**config.mk**
```make
export PLATFORM = sky130hd
export DESIGN_NAME = uart_rx
export DESIGN_NICKNAME = d
export VERILOG_FILES = /design/src/rtl/uart_pkg.sv /design/src/rtl/bit_sync.sv /design/src/rtl/uart_rx.sv
export SDC_FILE = /design/constraint.sdc
export NUM_CORES = 1
export LEC_CHECK = 0
export CAP_MARGIN = 5
export CORE_MARGIN = 1.5
export CORE_UTILIZATION = 45
export CTS_BUF_LIST = sky130_fd_sc_hd__clkbuf_8
export CTS_CLUSTER_DIAMETER = 40
export CTS_CLUSTER_SIZE = 20
export DETAILED_ROUTE_END_ITERATION = 12
export GPL_ROUTABILITY_DRIVEN = 0
export MAX_ROUTING_LAYER = met4
export PLACE_DENSITY = 0.65
export SYNTH_ARGS = -nofsm -noshare
export SYNTH_HDL_FRONTEND = slang
export SYNTH_SLANG_ARGS = --single-unit
```
**constraint.sdc**
```tcl
create_clock -name clk -period 5.15 [get_ports clk]
set_input_delay 1.03 -clock clk [delete_from_list [all_inputs] [get_ports clk]]
set_output_delay 1.03 -clock clk [all_outputs]
set_load 0.05 [all_outputs]
```
**src/rtl/uart_pkg.sv**
```systemverilog
// Shared UART definitions: FSM encoding, oversampling and framing constants.
// The transmitter uses this package too.
package uart_pkg;

   typedef enum logic [2:0] {IDLE, START, DATA, STOP, BREAK} uart_state_t;

   localparam int          OVERSAMPLE = 16;
   localparam int          DATA_BITS  = 8;
   localparam logic [3:0]  SAMPLE_LO  = 4'd7;
   localparam logic [3:0]  SAMPLE_MID = 4'd8;
   localparam logic [3:0]  SAMPLE_HI  = 4'd9;
   localparam logic [3:0]  CNT_LAST   = 4'(OVERSAMPLE - 1);
   localparam logic [2:0]  LAST_BIT   = 3'(DATA_BITS - 1);

   function automatic logic maj3(input logic a, input logic b, input logic c);
      return (a & b) | (a & c) | (b & c);
   endfunction

endpackage

```
**src/rtl/bit_sync.sv**
```systemverilog
// Multi-flop synchronizer for an asynchronous single-bit input.
// Flops reset to 1 so an idle-high line never looks like activity out of reset.
module bit_sync #(
   parameter int STAGES = 2
) (
   input  logic clk,
   input  logic reset,
   input  logic d,
   output logic q
);

   logic [STAGES-1:0] ff;

   always_ff @(posedge clk) begin
      if (reset) ff <= '1;
      else       ff <= {ff[STAGES-2:0], d};
   end

   assign q = ff[STAGES-1];

endmodule

```
**src/rtl/uart_rx.sv**
```systemverilog
// 8N1 UART receiver, 16x oversampled with 2-of-3 majority voting per bit.
// Pushes complete bytes to a FIFO; flags framing errors and FIFO overruns.
module uart_rx
   import uart_pkg::*;
#(
   parameter int SYNC_STAGES = 2
) (
   input  logic       clk,
   input  logic       reset,
   input  logic       tick16,
   input  logic       rx,
   input  logic       fifo_full,
   output logic [7:0] rx_data,
   output logic       rx_valid,
   output logic       frame_err,
   output logic       overrun,
   output logic       busy
);

   logic rx_s;

   bit_sync #(.STAGES(SYNC_STAGES)) u_sync (
      .clk   (clk),
      .reset (reset),
      .d     (rx),
      .q     (rx_s)
   );

   uart_state_t state, state_n;
   logic [3:0]  cnt, cnt_n;
   logic [2:0]  idx, idx_n;
   logic [7:0]  shreg, shreg_n, data_n;
   logic [1:0]  smp, smp_n;
   logic        valid_n, ferr_n, ovr_n;
   logic        maj;

   // Samples from counter 7 and 8 are held; the counter-9 sample is live.
   assign maj  = maj3(smp[1], smp[0], rx_s);
   assign busy = (state != IDLE);

   always_ff @(posedge clk) begin
      if (reset) begin
         state     <= IDLE;
         cnt       <= '0;
         idx       <= '0;
         shreg     <= '0;
         smp       <= '0;
         rx_data   <= '0;
         rx_valid  <= 1'b0;
         frame_err <= 1'b0;
         overrun   <= 1'b0;
      end else begin
         state     <= state_n;
         cnt       <= cnt_n;
         idx       <= idx_n;
         shreg     <= shreg_n;
         smp       <= smp_n;
         rx_data   <= data_n;
         rx_valid  <= valid_n;
         frame_err <= ferr_n;
         overrun   <= ovr_n;
      end
   end

   always_comb begin
      state_n = state;
      cnt_n   = cnt;
      idx_n   = idx;
      shreg_n = shreg;
      smp_n   = smp;
      data_n  = rx_data;
      valid_n = 1'b0;
      ferr_n  = 1'b0;
      ovr_n   = 1'b0;
      if (tick16) begin
         cnt_n = cnt + 4'd1;
         if (cnt == SAMPLE_LO)  smp_n[1] = rx_s;
         if (cnt == SAMPLE_MID) smp_n[0] = rx_s;
         case (state)
            IDLE: if (!rx_s) begin
               state_n = START;
               cnt_n   = '0;
               idx_n   = '0;
            end
            // A glitch leaves at counter 9, so reaching the wrap means a real start bit.
            START: begin
               if (cnt == SAMPLE_HI && maj) state_n = IDLE;
               else if (cnt == CNT_LAST)    state_n = DATA;
            end
            DATA: begin
               if (cnt == SAMPLE_HI) shreg_n[idx] = maj;
               if (cnt == CNT_LAST) begin
                  idx_n = idx + 3'd1;
                  if (idx == LAST_BIT) state_n = STOP;
               end
            end
            // Leaving at mid-stop lets a following start edge be caught with no idle gap.
            STOP: if (cnt == SAMPLE_HI) begin
               if (!maj) begin
                  ferr_n  = 1'b1;
                  state_n = BREAK;
               end else if (fifo_full) begin
                  ovr_n   = 1'b1;
                  state_n = IDLE;
               end else begin
                  valid_n = 1'b1;
                  data_n  = shreg;
                  state_n = IDLE;
               end
            end
            BREAK: if (rx_s) state_n = IDLE;
            default: state_n = IDLE;
         endcase
      end
   end

endmodule

```
=== Word-level counts from Yosys, hierarchy flattened ===
Index checks and enable logic that the tools add are counted.

* Bits in registers: 33
* Input bits: 5
* Logic and storage cells: 73

* Add/subtract/negate cells: 2
* Magnitude comparators: 2
* Eq/ne operators: 15
* Multiplexer cells: 20
* Bitwise logic cells: 10
* Reduce and logical (&&, ||, !) cells: 13

{| class="wikitable"
|+ Operators by type and width
! operator !! number
|-
| 3-bit two-way mux || 10
|-
| 3-bit one-hot mux with 5 select lines || 1
|-
| 4-bit == test, second input constant || 3
|-
| 8-bit bitwise mux || 1
|-
| 4-bit two-way mux || 2
|-
| 2-bit != test, second input constant || 4
|-
| 7-bit AND reduction || 1
|-
| 3-bit by 2-bit == test with 1-bit output, second input constant || 2
|-
| 3-bit == test, second input constant || 2
|-
| 3-bit one-hot mux with 2 select lines || 1
|-
| 1-bit inverter || 5
|-
| 5-bit AND reduction || 1
|-
| 5-bit OR reduction || 1
|-
| 4-bit by 1-bit adder with 4-bit output, second input constant || 1
|-
| 4-bit by 3-bit == test with 1-bit output, second input constant || 1
|-
| 3-bit by 4-bit less-than comparator with 1-bit output, second input constant || 1
|-
| 1-bit two-way mux || 4
|-
| 2-bit AND reduction || 2
|-
| 4-bit AND reduction || 1
|-
| 4-bit OR reduction || 1
|-
| 3-bit by 1-bit adder with 3-bit output, second input constant || 1
|-
| 1-bit AND || 3
|-
| 1-bit demux with 3-bit select || 1
|-
| 3-bit by 1-bit == test with 1-bit output, second input constant || 1
|-
| other kinds (9) || 11
|}

=== Logic depth before layout (Yosys ltp) ===
* Depth after elaboration: 6
* Depth in mapped cells: 6

=== By module ===
Synthesis repeated with hierarchy kept, for this count alone.

* Cell total of the unflattened synthesis: 162
* Area, all modules: 1569.0 um^2

{| class="wikitable"
|+ By module, submodules not included
! module !! instances !! cells each !! area each (um^2) !! sequential area each (um^2)
|-
| uart_rx || 1 || 158 || 1516.5 || 620.6
|-
| bit_sync || 1 || 4 || 52.6 || 40.0
|}

=== Least setup slack after synthesis ===
OpenSTA, ideal clock, no wires.

* Path kind: register to output
* Start: reg state[0]
* End: out busy
* Data arrival time: 1.050 ns
* Path slack: 3.070 ns
* Stages on the path, launching flop included: 3
* Cells stage by stage: dfxtp_1 buf_4 or3_1

* Word-level cells in the longest chain between the ends: 1

{| class="wikitable"
|+ Ends and longest elaborated chain
! element !! RTL line !! text
|-
| start, declared || uart_rx.sv:29 || <nowiki>uart_state_t state, state_n;</nowiki>
|-
| start signal, assigned || uart_rx.sv:53 || <nowiki>state <= state_n;</nowiki>
|-
| 3-bit nonzero test || uart_rx.sv:39 || <nowiki>assign busy = (state != IDLE);</nowiki>
|-
| end, declared || uart_rx.sv:17 || <nowiki>output logic busy</nowiki>
|}

No other way between the ends.

=== Final worst setup path ===
Same ends and word-level chain as after synthesis.

==> results.cfg <==
[outcome]
status = completed

[timing]
rsz0062_at_grt = false
slew_headroom_pct = 49.1
clock_skew_ns = 0.00515
tns_ns = 0
fin_crit_ns = 2.90
worstMarginPinSlew_ns = 0.761
hold_violations = 0
timing.hold.ws_ns = 0.410
max_freq_mhz = 345
layout_setup_ws_ns = 2.25
finalCritPeriodShare_pct = 56.3
setup_viol = 0
slew_violations = 0

[synth]
async_reset_ff_share_pct = 0
synthAdderAreaFrac_pct = 4.70
syn_area_per_cell_um2 = 9.71
ys.flop_type = dfxtp_1
yosysWarnings = 0
synthDistinctLibCells = 44
yosys.area_share.simple_pct = 23.6
synth_top_family_by_area = simple AND/OR/NAND/NOR gates
ys_top_cells_by_count = dfxtp_1 (33), mux2i_1 (18), nor2_1 (16)
syn_area_um2 = 1540
synth.net_count = 169
yosys.area.top_type = dfxtp_1
netlist_instances = 159
synth-compound-area-share_pct = 9.56
synth_seq_cells = 33
synth.mux.area_fraction_pct = 12.4
ys_seq_area_share_pct = 42.8
yosys-top-cells-area = dfxtp_1 (43%), mux2i_1 (12%), ha_1 (4.1%)
synth_enable_flop_cells = 0
synthXorXnorAreaFrac_pct = 2.84
yosysMostFrequentCell = dfxtp_1
synth_top_area_share_pct = 42.8

[floorplanning]
core_um2 = 3310
die_area_um2 = 3790
initial_core_util_pct = 46.6
die_x_um = 61.6
die_h_um = 61.6
rows = 21
pin_count = 17

[hold_path]
min_to = u_sync.ff[1]
min_path_cells = 1
hp-start = u_sync.ff[0]
hp-class = reg2reg

[global_routing]
grt-ovfl-total = 0
grt_pass1_vias = 1037
grt_start_max_net_pins = 22
grt_busiest_layer = met2
grt_pass1_wl_mm = 4.53
track_usage_pct = 16.8
antenna_found_initial = 0
use_met2_pct = 26.6
use_met1_pct = 20.4
globalRouteMet3Util_pct = 5.04

[setup_path]
setup.worst_path.class = reg2out
arrival_ns = 1.87
start_kind = flip-flop
endpoint_kind = output pin
ff2ff_setup_slack_ns = 3.26
path_cells = or3_1, clkdlybuf4s50_1
reg2reg_depth = 4
crit_required_ns = 4.12
r2r_start = state[1]
cp_slowest_cell = clkdlybuf4s50_1
cp_max_fo = 12
rr_endpoint = shreg[4]
critPathMaxStageDelay_ns = 0.79

[power]
p_leak_nw = 0.766
total_power_uw = 591
power_density_nw_per_um2 = 323
vdd_drop_max_v = 0.000185

[detailed_routing]
wl_per_cell_um = 12.8
drt_iter0_drc = 34
ant_nets = 0
viasPerCell = 5.25
drt-total-wl_mm = 2.82
drc = 0
drtPass1Iterations = 4
num_vias = 1155

[placement]
preCtsSetupSlack_ns = 2.08
dp_hpwl_mm = 1.98
io_buffers = 16

[clocking]
cts_root_buf = clkbuf_8
cts_max_level = 2
postCtsSetupRepairBufs = 0
cts_tree = yes
cts_resized = 0
cts.sinks = 33
cts_hold_repair.buffers = 0
clockBufferDepth = 2
cts.clk_slew.worst_paths_ns = 0.06
insertion_delay_ns = 0.28
cts_buffers = 5

[job]
drv_cap = 0

[cells_and_area]
nets = 183
fill_cells = 307
syn_to_final_growth_pct = 18.7
diodes = 0
finalCoreUtilization_pct = 55.4
drive_above_1_share_pct = 7.47
stage by stage:
step / std cells / instance area [um2]
after detailed placement: 212 / 1720
final: 220 / 1830
after global routing: 220 / 1830
after floorplan: 159 / 1540
after global placement: 212 / 1720
after CTS: 220 / 1830
critical path, delay by kind of cell, from the launching register on:
kind	cells	cell delay [ns]
flops	1	0.62
buf+inv	1	0.79
simple gates	1	0.18
per-layer routing:
metal	up-vias	wire (um)
met4	0	29
met3	4	95
met1	540	1380
met2	17	1310
li1	594	-
met5	-	0
registers in the layout, indices dropped and copies added (netlist names):
| signal | flops |
|---|---|
| smp | 2 |
| overrun | 1 |
| cnt | 4 |
| shreg | 8 |
| state | 3 |
| idx | 3 |
| rx_valid | 1 |
| frame_err | 1 |
| rx_data | 8 |
| u_sync.ff | 2 |
worst max path at each step:
| stage | from | to | slack [ns] | cells past startpoint |
|---|---|---|---|---|
| finish | state[0] | busy | 2.25 | 2 |
| global route | state[0] | busy | 2.20 | 2 |
| CTS | state[0] | busy | 2.25 | 2 |
| detailed placement | reset | shreg[0] | 2.08 | 4 |
| global placement | reset | shreg[0] | 2.13 | 4 |
| floorplan | state[0] | busy | 3.07 | 2 |
cell usage in the layout (no fill, tap or decap), drive strengths merged, types with 4 or more instances in the layout:
cell type and instances:
a21oi 4, clkbuf 6, clkdlybuf4s50 16, dfxtp 33, ha 5, inv 6
mux2i 18, nand2 14, nand3b 4, nor2 16, nor3 6
logic make-up after synthesis:
logic type                 after synthesis
adders and majority gates                6
buffers and inverters                   14
and+or+nand+nor                         62
xor gates and xnor gates                 5
muxes                                   19
DFF                                     33
AOI/OAI and AO/OA                       20
area by class of cell:
| type | count | area, um2 | share of cell area, % |
|---|---|---|---|
| clock buffer | 6 | 82.6 | 4.51 |
| clock inverter | 2 | 33.8 | 1.84 |
| inverter | 5 | 18.8 | 1.02 |
| multi-input combinational | 112 | 820 | 44.7 |
| sequential | 33 | 661 | 36.0 |
| tap | 46 | 57.6 | 3.14 |
| timing repair buffer | 16 | 160 | 8.74 |
power by group:
part / leakage [nW] / internal (mW) / switching, mW
Clock: 0.0626 / 0.156 / 0.0905
Combinational: 0.437 / 0.0319 / 0.0379
Sequential: 0.267 / 0.261 / 0.0144
Power figures use the tool's default switching activity.
